### config.mk
export PLATFORM = sky130hd
export DESIGN_NAME = ram_port_arbiter
export DESIGN_NICKNAME = d
export VERILOG_FILES = /design/src/rtl/ram_port_arbiter_pkg.sv /design/src/rtl/ram_byte_merge.sv /design/src/rtl/ram_port_arbiter.sv
export SDC_FILE = /design/constraint.sdc
export NUM_CORES = 1
export LEC_CHECK = 0
export ABC_AREA = 1
export CAP_MARGIN = 20
export CORE_MARGIN = 2
export CORE_UTILIZATION = 43
export DETAILED_ROUTE_END_ITERATION = 8
export PLACE_DENSITY = 0.86
export SYNTH_ARGS = -nofsm -noshare
export SYNTH_HDL_FRONTEND = slang
export SYNTH_SLANG_ARGS = --single-unit
export TNS_END_PERCENT = 5
### constraint.sdc
create_clock -name clk_i -period 4.8 [get_ports clk_i]
set_clock_uncertainty 0.05 [all_clocks]
set_input_delay 0.96 -clock clk_i [delete_from_list [all_inputs] [get_ports clk_i]]
set_output_delay 0.96 -clock clk_i [all_outputs]
set_load 0.1 [all_outputs]
### src/rtl/ram_port_arbiter_pkg.sv
`default_nettype none
// ============================================================================
// Module   : ram_port_arbiter_pkg
// Brief    : Shared state encoding and RAM-control constants for the
//            fetch/data RAM port arbiter.
// Revision : 1.0 - initial release
// ============================================================================
package ram_port_arbiter_pkg;

  // Arbiter sequencing states
  typedef enum logic [1:0] {
    ST_IDLE  = 2'd0,
    ST_IF_RD = 2'd1,
    ST_D_RD  = 2'd2,
    ST_RMW   = 2'd3
  } arb_state_t;

  // RAM control levels shared across the memory subsystem
  localparam logic        CHIP_ENABLE   = 1'b1;
  localparam logic        CHIP_DISABLE  = 1'b0;
  localparam logic        WRITE_ENABLE  = 1'b1;
  localparam logic        WRITE_DISABLE = 1'b0;
  localparam logic [31:0] ZERO          = 32'h0000_0000;

  // Byte-enable pattern that covers the whole word
  localparam logic [3:0]  BE_FULL       = 4'b1111;

endpackage : ram_port_arbiter_pkg
`default_nettype wire

### src/rtl/ram_byte_merge.sv
`default_nettype none
// ============================================================================
// Module   : ram_byte_merge
// Brief    : Combinational per-byte merge of a new word into an old word,
//            selected by byte enables.
// Revision : 1.0 - initial release
// ============================================================================
module ram_byte_merge (
  input  logic [31:0] old_word,
  input  logic [31:0] new_word,
  input  logic [3:0]  be,
  output logic [31:0] merged_word
);

  // Each lane takes the new byte where enabled, otherwise keeps the old byte
  for (genvar g = 0; g < 4; g++) begin : g_lane
    assign merged_word[8*g +: 8] = be[g] ? new_word[8*g +: 8] : old_word[8*g +: 8];
  end

endmodule : ram_byte_merge
`default_nettype wire

### src/rtl/ram_port_arbiter.sv
`default_nettype none
// ============================================================================
// Module   : ram_port_arbiter
// Brief    : Shares one single-port RAM between instruction fetch and the
//            mem-stage data port. Data has priority, fetch is guaranteed a
//            slot after D_BURST consecutive data grants. Sub-word stores are
//            sequenced as read-modify-write.
// Revision : 1.0 - initial release
// ============================================================================
module ram_port_arbiter
  import ram_port_arbiter_pkg::*;
#(
  parameter int ADDR_WIDTH = 32,
  parameter int DATA_WIDTH = 32,
  parameter int D_BURST    = 4
) (
  input  logic                  clk_i,
  input  logic                  rst_i,
  input  logic                  if_req_i,
  input  logic [ADDR_WIDTH-1:0] if_addr_i,
  output logic                  if_gnt_o,
  output logic                  if_rvalid_o,
  output logic [DATA_WIDTH-1:0] if_rdata_o,
  input  logic                  d_req_i,
  input  logic                  d_we_i,
  input  logic [3:0]            d_be_i,
  input  logic [ADDR_WIDTH-1:0] d_addr_i,
  input  logic [DATA_WIDTH-1:0] d_wdata_i,
  output logic                  d_gnt_o,
  output logic                  d_rvalid_o,
  output logic [DATA_WIDTH-1:0] d_rdata_o,
  output logic                  ram_ce_o,
  output logic                  ram_we_o,
  output logic [ADDR_WIDTH-1:0] ram_addr_o,
  output logic [DATA_WIDTH-1:0] ram_wdata_o,
  input  logic [DATA_WIDTH-1:0] ram_rdata_i,
  output logic                  busy_o
);

  localparam int CNT_W = $clog2(D_BURST + 1);

  arb_state_t            r_state;
  logic [CNT_W-1:0]      r_starve_cnt;
  logic [ADDR_WIDTH-1:0] r_addr;
  logic [3:0]            r_be;
  logic [DATA_WIDTH-1:0] r_wdata;

  logic                  w_idle;
  logic                  w_d_win;
  logic                  w_d_gnt;
  logic                  w_if_gnt;
  logic                  w_be_full;
  logic                  w_be_part;
  logic [ADDR_WIDTH-1:0] w_if_word;
  logic [ADDR_WIDTH-1:0] w_d_word;
  logic [DATA_WIDTH-1:0] w_merged;

  assign w_idle    = (r_state == ST_IDLE);
  assign w_if_word = {if_addr_i[ADDR_WIDTH-1:2], 2'b00};
  assign w_d_word  = {d_addr_i[ADDR_WIDTH-1:2], 2'b00};
  assign w_be_full = (d_be_i == BE_FULL);
  assign w_be_part = (d_be_i != 4'b0000) && !w_be_full;

  // Data wins unless fetch has already waited through a full data burst
  assign w_d_win  = d_req_i && !((r_starve_cnt == CNT_W'(D_BURST)) && if_req_i);
  assign w_d_gnt  = rst_i && w_idle && w_d_win;
  assign w_if_gnt = rst_i && w_idle && if_req_i && !w_d_win;

  ram_byte_merge u_merge (
    .old_word    (ram_rdata_i),
    .new_word    (r_wdata),
    .be          (r_be),
    .merged_word (w_merged)
  );

  // Drive RAM and requester outputs for the current state; all quiet in reset
  always_comb begin
    if_gnt_o    = w_if_gnt;
    d_gnt_o     = w_d_gnt;
    if_rvalid_o = 1'b0;
    if_rdata_o  = ZERO;
    d_rvalid_o  = 1'b0;
    d_rdata_o   = ZERO;
    ram_ce_o    = CHIP_DISABLE;
    ram_we_o    = WRITE_DISABLE;
    ram_addr_o  = ZERO;
    ram_wdata_o = ZERO;
    busy_o      = rst_i && !w_idle;
    if (rst_i) begin
      case (r_state)
        ST_IDLE: begin
          if (w_if_gnt) begin
            ram_ce_o   = CHIP_ENABLE;
            ram_addr_o = w_if_word;
          end else if (w_d_gnt) begin
            if (!d_we_i || w_be_part) begin
              // Load, or the read half of a sub-word store
              ram_ce_o   = CHIP_ENABLE;
              ram_addr_o = w_d_word;
            end else if (w_be_full) begin
              ram_ce_o    = CHIP_ENABLE;
              ram_we_o    = WRITE_ENABLE;
              ram_addr_o  = w_d_word;
              ram_wdata_o = d_wdata_i;
            end
          end
        end
        ST_IF_RD: begin
          if_rvalid_o = 1'b1;
          if_rdata_o  = ram_rdata_i;
        end
        ST_D_RD: begin
          d_rvalid_o = 1'b1;
          d_rdata_o  = ram_rdata_i;
        end
        ST_RMW: begin
          ram_ce_o    = CHIP_ENABLE;
          ram_we_o    = WRITE_ENABLE;
          ram_addr_o  = r_addr;
          ram_wdata_o = w_merged;
        end
        default: ;
      endcase
    end
  end

  // Sequence state, track fetch starvation and latch sub-word store fields
  always_ff @(posedge clk_i) begin
    if (!rst_i) begin
      r_state      <= ST_IDLE;
      r_starve_cnt <= '0;
      r_addr       <= '0;
      r_be         <= '0;
      r_wdata      <= '0;
    end else begin
      if (!if_req_i || w_if_gnt) begin
        r_starve_cnt <= '0;
      end else if (w_d_gnt) begin
        r_starve_cnt <= r_starve_cnt + CNT_W'(1);
      end

      case (r_state)
        ST_IDLE: begin
          if (w_if_gnt) begin
            r_state <= ST_IF_RD;
          end else if (w_d_gnt) begin
            if (!d_we_i) begin
              r_state <= ST_D_RD;
            end else if (w_be_part) begin
              r_state <= ST_RMW;
              r_addr  <= w_d_word;
              r_be    <= d_be_i;
              r_wdata <= d_wdata_i;
            end
          end
        end
        default: r_state <= ST_IDLE;
      endcase
    end
  end

endmodule : ram_port_arbiter
`default_nettype wire

==> Word level (Yosys, flattened, before mapping) <==
Index checks and enable logic that the tools add are counted.
{ "totals": {"output_inout_bits": 135, "wordCells": 81, "reg_bits": 71} }
{ "op_classes": {"bitwise": 3, "eq_ne": 7, "n_addsub": 1, "reduce_logical": 25, "muxes": 39} }
{ "ops": {"columns": ["op", "count"], "rows": [
  ["$mux 32", 14],
  ["$pmux 32 s2", 2],
  ["$mux 8", 4],
  ["$mux 1", 15],
  ["$logic_and 1x1->1", 8],
  ["$logic_not 1->1", 6],
  ["$reduce_and 2->1", 3],
  ["$reduce_and 5->1", 1],
  ["$eq 2x2->1 const B", 2],
  ["$eq 4x4->1 const B", 1],
  ["$mux 2", 2],
  ["$pmux 1 s2", 2],
  ["$reduce_bool 4->1", 1],
  ["$add 3x1->3 const B", 1],
  ["$eq 3x3->1 const B", 1],
  ["$ne 3x1->1 const B", 1],
  ["$not 1->1", 3],
  ["$reduce_or 3->1", 1],
  ["$eq 2x1->1 const B", 1],
  ["$logic_not 2->1", 1],
  ["$logic_or 1x1->1", 2],
  ["$ne 2x1->1 const B", 1],
  ["$reduce_bool 2->1", 1],
  ["$reduce_or 2->1", 1]
]} }

==> Logic depth before layout (Yosys ltp) <==
Gate-level depths: netlist of run 1.
{ "logic_depth": {"word_depth": 9, "depth_mapped": 11, "ltp_nobuf": 10} }

==> By module <==
A second synthesis of run 1 with hierarchy kept.
{ "hier_totals": {"hier_cells": 949, "area_unflattened_um2": 5368.9} }
{ "modules_own_cells": {"columns": ["mod", "area_each_um2", "instances", "cells_each", "seq_area_each_um2"], "rows": [
  ["ram_port_arbiter", 4948.5, 1, 845, 1421.4],
  ["ram_byte_merge", 420.4, 1, 104, 0.0]
]} }

==> Worst setup path before layout of run 1 <==
No wires, ideal clock.
{ "synth_timing": {"path_kind": "input to output", "from": "input port rst_i", "to": "output port ram_wdata_o[24]", "path_buffers": 2, "required_ns": 3.790, "t_arrival_ns": 3.450, "stages": 6, "slack_ns": 0.340, "cell_sequence": "buf_4 -> nand2_4 -> nor2_2 -> buf_2 -> nand4_1 -> a21oi_1"} }
{ "synth_via": {"elab_chain_cells": 6} }
{ "synth_rtl": {"columns": ["item", "line", "rtl"], "rows": [
  ["from (decl)", "ram_port_arbiter.sv:18", "input logic rst_i,"],
  ["$logic_and 1x1->1 (2 in series)", "ram_port_arbiter.sv:66", "assign w_d_gnt = rst_i && w_idle && w_d_win;"],
  ["named net d_gnt_o", "ram_port_arbiter.sv:29", "output logic d_gnt_o,"],
  ["$mux 32", "ram_port_arbiter.sv:95", "end else if (w_d_gnt) begin"],
  ["$mux 32", "ram_port_arbiter.sv:92", "if (w_if_gnt) begin"],
  ["$pmux 32 s2", "ram_port_arbiter.sv:90", "case (r_state)"],
  ["$mux 32", "ram_port_arbiter.sv:89", "if (rst_i) begin"],
  ["to (decl)", "ram_port_arbiter.sv:35", "output logic [DATA_WIDTH-1:0] ram_wdata_o,"]
]} }
The timed path passes the listed nets, and every way through them passes these cells.

==> Worst setup path after layout of run 1 <==
{ "layout_timing": {"from": "input port if_req_i", "to": "output port ram_addr_o[8]"} }
{ "layout_via": {"elab_chain_cells": 8} }
{ "layout_rtl": {"columns": ["item", "line", "rtl"], "rows": [
  ["from (decl)", "ram_port_arbiter.sv:19", "input logic if_req_i,"],
  ["$logic_and 1x1->1", "ram_port_arbiter.sv:65", "assign w_d_win = d_req_i && !((r_starve_cnt == CNT_W'(D_BURST)) && if_req_i);"],
  ["$logic_not 1->1", "ram_port_arbiter.sv:65", null],
  ["$logic_and 1x1->1", "ram_port_arbiter.sv:65", null],
  ["$logic_and 1x1->1 or $logic_not 1->1 (tied branches)", "ram_port_arbiter.sv:66, ram_port_arbiter.sv:67", null],
  ["$mux 32 or $logic_and 1x1->1 (tied branches)", "ram_port_arbiter.sv:95, ram_port_arbiter.sv:67", null],
  ["$mux 32 *", "ram_port_arbiter.sv:92", null],
  ["$pmux 32 s2 *", "ram_port_arbiter.sv:90", null],
  ["$mux 32 *", "ram_port_arbiter.sv:89", null],
  ["to (decl)", "ram_port_arbiter.sv:34", "output logic [ADDR_WIDTH-1:0] ram_addr_o,"]
]} }
Every way passes the cells marked *; elsewhere a longest branch is shown, timed or not.

==> results of run 1 <==
## routing by layer
layer  up-vias  routed length (microns)
met2       330                     9647
met3        38                     1665
met1      3027                     7732
met5         -                        0
li1       3295                        -
met4         0                      483
## path summary, 6_finish.rpt
path	startpoint	to	slack (ns)
max	if_req_i	ram_addr_o[8]	0.76
min	r_starve_cnt[0]	r_starve_cnt[0]	0.44
max reg2reg	r_starve_cnt[0]	r_wdata[30]	2.46
min reg2reg	r_starve_cnt[0]	r_starve_cnt[0]	0.44
## state kept, by name (all words and copies together) (netlist names)
signal,cells
r_wdata,32
r_addr,30
r_be,4
r_starve_cnt,3
r_state,2
## tightest hold or removal path, cell delays in order, from the launching register on
cell and delay (ns):
dfxtp_1 0.32, nand2_1 0.07, a21oi_1 0.05
## cell type report
cell class / instances / share of cell area [%]
flip-flops and latches: 71 / 16.45
well taps: 147 / 2.129
clock buffers: 12 / 3.085
repair buffers: 283 / 38.06
diodes: 1 / 0.02896
multi-input cells: 619 / 34.42
inverters: 120 / 5.214
clock inverters: 4 / 0.6083
## cells by family (layout without fill, tap and decap cells)
| family | Yosys count | in the layout | synth area share [%] |
|---|---|---|---|
| simple gates | 409 | 409 | 35.87 |
| compound gates | 202 | 202 | 19.41 |
| other cells | 1 | 3 | 0.07180 |
| flops | 71 | 71 | 27.22 |
| buf+inv | 196 | 419 | 16.00 |
| fa+ha+maj | 6 | 6 | 1.437 |
## synth_stat cells, drive strengths merged
cell	count	area, sq um
conb	1	3.750
inv	120	450.4
and3	1	6.260
ha	6	75.07
nand3b	30	225.2
dfxtp	71	1421
nand3	5	37.54
clkbuf	32	120.1
nand4	33	206.5
nor2	137	531.8
a21oi	100	500.5
nand2	136	530.5
buf	44	265.2
a211oi	1	7.510
o21ai	101	505.5
nor3	67	335.3
## through the flow
stage	std cells	setup WS (ns)	power (uW)	util, %
2_1_floorplan	886	0.3399	1182	-
3_3_place_gp	1240	0.7824	1465	69.83
3_5_place_dp	1240	0.7330	1475	69.83
4_1_cts	1256	0.7348	2172	72.51
5_1_grt	1257	0.5865	2250	72.53
6_report	1257	0.7586	2166	72.53
## report_power, final
| group | internal, uW | switching [uW] |
|---|---|---|
| sequential | 624 | 17.3 |
| combinational | 263 | 562 |
| clock | 445 | 255 |
==> impl_results.md, run 1 <==
- Number of remaining DRC errors: 0
- Clock Pin Slew Worst Setup and Hold Paths: 0.06 ns
- Yosys warning count: 0
- Multi-input gate area: 2974 sq um
- Cts bufs inserted: 9
- CP arrival: 3.03 ns
- DRT Wirelength: 19.53 mm
- Largest net degree at the start of global routing: 68
- CTS tree: done
- RSZ-0062 raised after global routing: no
- Vias in the first global route: 6031
- Placed cell area: 8318 sq um
- Max Root-Sink Buffers: 2
- Clk root buf: clkbuf_16
- Critical path's slowest cell: clkdlybuf4s50_1
- Commonest cells after routing, fill and taps aside: 134 x nor2_1, 132 x nand2_1, 131 x clkdlybuf4s50_1
- CP max stage delay: 0.51 ns
- Post-CTS setup repair buffer count: 0
- Area delta synth->final: 65.43%
- Max-slew headroom: 26.33%
- Final GP Congestion: 0.7841
- Synthesized area: 5223 sq um
- CP Class: in2out
- Unique masters post-synth: 26
- Die width: 114.2 microns
- Row count: 40
- Stages on worst setup path: 9
- Max VDD drop: 0.0002012 V
- Static leakage: 0.003960 uW
- Yosys reg bits: 71
- Critical path's top delay family: buffers and inverters
- Final period util: 84.20%
- HP Class: reg2reg
- Core Box Area: 11910 sq um
- Final hold vios: 0
- CP startpoint kind: input port
- Die area: 13040 sq um
- Via/cell ratio: 5.322
- CP cell instances: clkdlybuf4s50_1 -> nand3_1 -> nand2_2 -> nand2_4 -> nand2_1 -> buf_4 -> nand2_1 -> a21oi_1 -> buf_12
- Hold_buf cts: 0
- Crit path max fanout: 31
- Final instance area: 8640 sq um
- Initial antenna violation count: 1
- Crit path time final: 4.041 ns
- Final slew viol count: 0
- Layout cells sized above 1: 16.14%
- H-tree levels: 3
- Finish-stage setup viols: 0
- 1st-iter DRT viols: 534
- # clock sinks: 71
- Remaining Overflow, GRT: 0
- Detailed-route via count: 6690
- Total GRT Usage: 28.72%
- Buffers on Ports: 265
- Fillers: 956
- Worst Setup End Kind: output port
- Later-pin clock latency in the skew report: 0.33 ns
- WP data required: 3.79 ns
- Hold slack: 0.4378 ns
- DRT Pass-1 Iters: 7
- Detailed Place HPWL: 13.35 mm
- Met3 Resource Use GR: 7.729%
- Cell count after synthesis: 885
- Leading cell type in the layout, fill and taps excluded: nor2_1
- WHS Path Cells: 2
- Net total in the final layout: 1247
- # resized after CTS: 0
- Worst Reg2Reg Path Length in Cells: 10
- First-pass GRT wire length: 30.15 mm
- Power Density: 250.7 nW/um^2
- Reg area: 1421 sq um
- Worst slew pin tran: 1.104 ns
- GR peak layer: met2
- Maxcap violations: 0
- Sequential element share of the synthesized area: 27.22%
- Syn Area/Cell: 5.901 sq um
- Worst Path Buf+Inv: 3
- Status: finished clean
- Max Clk Rate: 247.4 MHz
- Setup TNS: 0 ns
- Routed wire per std cell: 15.53 microns
- Routed Antenna Nets: 0
- Die H: 114.2 microns
- GRT met2 Usage: 50.24%
- Initial Utilization: 43.84%
- I/O pins: 272
- Met1 Use GR: 34.18%
- Worst path most repeated cell: nand2_1
Power figures use the tool's default switching activity.
==> run 2, diff against run 1 <==
--- a/config.mk
+++ b/config.mk
@@ -8,9 +8,9 @@
 export ABC_AREA = 1
 export CAP_MARGIN = 20
 export CORE_MARGIN = 2
-export CORE_UTILIZATION = 43
+export CORE_UTILIZATION = 37
 export DETAILED_ROUTE_END_ITERATION = 8
-export PLACE_DENSITY = 0.86
+export PLACE_DENSITY = 0.79
 export SYNTH_ARGS = -nofsm -noshare
 export SYNTH_HDL_FRONTEND = slang
 export SYNTH_SLANG_ARGS = --single-unit
==> constraint.sdc (replaced) <==
create_clock -name clk_i -period 3.7 [get_ports clk_i]
set_clock_uncertainty 0.05 [all_clocks]
set_input_delay 0.74 -clock clk_i [delete_from_list [all_inputs] [get_ports clk_i]]
set_output_delay 0.74 -clock clk_i [all_outputs]
set_load 0.1 [all_outputs]
==> run 2 against run 1 <==
Net effect:
- register-to-register slack lost 0.96 ns
- die area grew 16%
- first-iteration DRC count shrank 6.6%
- combinational power grew 41%
- wire length grew 1.9%
- critical path depth is the same
- clock power grew 32%
- sequential cell count is the same
- power grew 34%
- setup slack lost 0.44 ns
- core utilization shrank 3.2 points
- final cell count grew 2.8%
==> impl_results.md, run 2 (synthesis gave the netlist of run 1 again) <==
- Max VDD drop: 0.0002009 V (was 0.0002012 V)
- Fillers: 1083 (was 956)
- Final hold vios: 0 (unchanged)
- I/O pins: 272 (unchanged)
- Largest regs: r_wdata x32, r_addr x30, r_be x4 (unchanged)
- Leading cell type in the layout, fill and taps excluded: buf_12 (was nor2_1)
- Layout cells sized above 1: 16.37% (was 16.14%)
- CP startpoint kind: input port (unchanged)
- Total GRT Usage: 25.87% (was 28.72%)
- Cts bufs inserted: 9 (unchanged)
- Clock share of power: 31.6% (was 32.3%)
- Final slew viol count: 0 (unchanged)
- Core Box Area: 13830 sq um (was 11910 sq um)
- CP cell instances: clkdlybuf4s50_1 -> nand3_1 -> nand2_2 -> nand2_4 -> nand2_1 -> buf_12 -> nand2_1 -> a21oi_1 -> buf_12 (was clkdlybuf4s50_1 -> nand3_1 -> nand2_2 -> nand2_4 -> nand2_1 -> buf_4 -> nand2_1 -> a21oi_1 -> buf_12)
- Final GP Congestion: 0.8042 (was 0.7841)
- Detailed Place HPWL: 14.13 mm (was 13.35 mm)
- Max Root-Sink Buffers: 2 (unchanged)
- Routed wire per std cell: 15.40 microns (was 15.53 microns)
- H-tree levels: 3 (unchanged)
- Met1 Use GR: 30.44% (was 34.18%)
- RSZ-0062 raised after global routing: no (unchanged)
- DRT Pass-1 Iters: 4 (was 7)
- Worst slew pin tran: 0.6287 ns (was 1.104 ns)
- CTS tree: done (unchanged)
- Switching Fraction: 37.21% (was 38.48%)
- CP arrival: 2.59 ns (was 3.03 ns)
- Die width: 122.8 microns (was 114.2 microns)
- Routed Antenna Nets: 0 (unchanged)
- Maxcap violations: 0 (unchanged)
- Critical path's slowest cell: clkdlybuf4s50_1 (unchanged)
- Number of remaining DRC errors: 0 (unchanged)
- Met3 Resource Use GR: 6.180% (was 7.729%)
- Die area: 15080 sq um (was 13040 sq um)
- WP data required: 2.91 ns (was 3.79 ns)
- Crit path max fanout: 31 (unchanged)
- Worst Path Buf+Inv: 3 (unchanged)
- 1st-iter DRT viols: 499 (was 534)
- Worst Setup End Kind: output port (unchanged)
- Net total in the final layout: 1251 (was 1247)
- CP Class: in2out (unchanged)
- CP max stage delay: 0.50 ns (was 0.51 ns)
- Static leakage: 0.004197 uW (was 0.003960 uW)
- Clock Pin Slew Worst Setup and Hold Paths: 0.05 ns (was 0.06 ns)
- Die H: 122.8 microns (was 114.2 microns)
- Via/cell ratio: 5.073 (was 5.322)
- Setup slack, reg-to-reg: 1.50 ns (was 2.46 ns)
- Initial antenna violation count: 0 (was 1)
- Largest net degree at the start of global routing: 66 (was 68)
- Clk root buf: clkbuf_16 (unchanged)
- Max Clk Rate: 296.0 MHz
- Power Density: 303.8 nW/um^2 (was 250.7 nW/um^2)
- Row count: 43 (was 40)
- Hold_buf cts: 0 (unchanged)
- Remaining Overflow, GRT: 0 (unchanged)
- Most flop-heavy register: r_wdata (unchanged)
- Status: finished clean (unchanged)
- Post-CTS setup repair buffer count: 0 (unchanged)
- HP Class: reg2reg (unchanged)
- Max-slew headroom: 58.09% (was 26.33%)
- Multi-input gate area: 2978 sq um (was 2974 sq um)
- Critical path's top delay family: buffers and inverters (unchanged)
- Finish-stage setup viols: 0 (unchanged)
- DRT Wirelength: 19.90 mm (was 19.53 mm)
- Area delta synth->final: 83.61% (was 65.43%)
- GR peak layer: met2 (unchanged)
- Crit path time final: 3.378 ns
- GRT met2 Usage: 45.93% (was 50.24%)
- Part of the power in combinational logic: 39.8% (was 38.1%)
- Later-pin clock latency in the skew report: 0.32 ns (was 0.33 ns)
- Placed cell area: 9249 sq um (was 8318 sq um)
- Vias in the first global route: 6211 (was 6031)
- Flop pwr share: 28.6% (was 29.6%)
- First-pass GRT wire length: 31.26 mm (was 30.15 mm)
- Setup TNS: 0 ns (unchanged)
- Final instance area: 9589 sq um (was 8640 sq um)
- N_diodes: 0 (was 1)
- Buffers on Ports: 265 (unchanged)
- # resized after CTS: 0 (unchanged)
- Detailed-route via count: 6554 (was 6690)
- Reg area: 1421 sq um (unchanged)
- Final period util: 91.29%
- Initial Utilization: 37.77% (was 43.84%)
- Int Pwr: 1829 uW (was 1332 uW)
- Switch Pwr: 1084 uW (was 833.6 uW)
- Commonest cells after routing, fill and taps aside: 136 x buf_12, 134 x nor2_1, 132 x nand2_1 (was 134 x nor2_1, 132 x nand2_1, 131 x clkdlybuf4s50_1)
- Max reg flops: 32 (unchanged)
- # clock sinks: 71 (unchanged)
==> run 2: cell count changes in the layout (fill, tap and decap cells not counted), sizes merged <==
cell,delta
clkbuf,-1
bufinv,+1
buf,+4
clkinvlp,-3
diode,-1
clkinv,+2
==> run 2: worst paths after layout <==
path	startpoint	endpoint	cells after the start
min	r_wdata[5]	r_wdata[5]	2
max reg2reg	r_starve_cnt[0]	r_addr[3]	11
max	if_req_i	ram_addr_o[10]	9
min reg2reg	r_wdata[5]	r_wdata[5]	2
==> run 2: metal layers <==
| layer | vias up | wire length (microns) | part of all wire (%) |
|---|---|---|---|
| li1 | 3306 | - | - |
| met1 | 2978 | 7835 | 39 |
| met2 | 242 | 10080 | 51 |
| met3 | 28 | 1535 | 7.7 |
| met4 | 0 | 452 | 2.3 |
| met5 | - | 0 | 0 |
==> run 2: layout make-up <==
type | instances | area share [%]
well taps | 180 | 2.349
multi-input cells | 619 | 31.05
repair buffers | 287 | 43.82
clock inverters | 4 | 0.7307
clock buffers | 11 | 2.531
inverters | 120 | 4.697
flip-flops and latches | 71 | 14.82
==> run 2: power groups by stage <==
stage	logic [uW]	clock network [uW]	registers, uW
final	1160	922	832
after global routing	1230	967	837
after CTS	1160	938	831
after global placement	1140	0	846
after detailed placement	1160	0	848
after floorplan	692	0	842
==> run 2: worst reg2reg max path, delay by kind of cell (launching register included) <==
| family | cells | cell delay (ns) |
|---|---|---|
| AND/OR/NAND/NOR | 5 | 0.61 |
| buffers and inverters | 4 | 0.77 |
| adder cells (fa/ha/maj) | 1 | 0.19 |
| flip-flops | 1 | 0.37 |
| AO/OA/AOI/OAI | 1 | 0.16 |
==> run 2: stage by stage <==
| step | total power [uW] | std cells | hold slack (ns) | worst slack, ns | util [%] |
|---|---|---|---|---|---|
| after floorplan | 1534 | 886 | 0.4063 | -0.3201 | - |
| after global placement | 1986 | 1275 | 0.4231 | 0.3533 | 66.75 |
| after detailed placement | 2007 | 1276 | 0.4298 | 0.3119 | 66.89 |
| after CTS | 2932 | 1291 | 0.4463 | 0.3097 | 69.15 |
| after global routing | 3031 | 1292 | 0.4671 | 0.1922 | 69.35 |
| final | 2913 | 1292 | 0.4419 | 0.3222 | 69.35 |
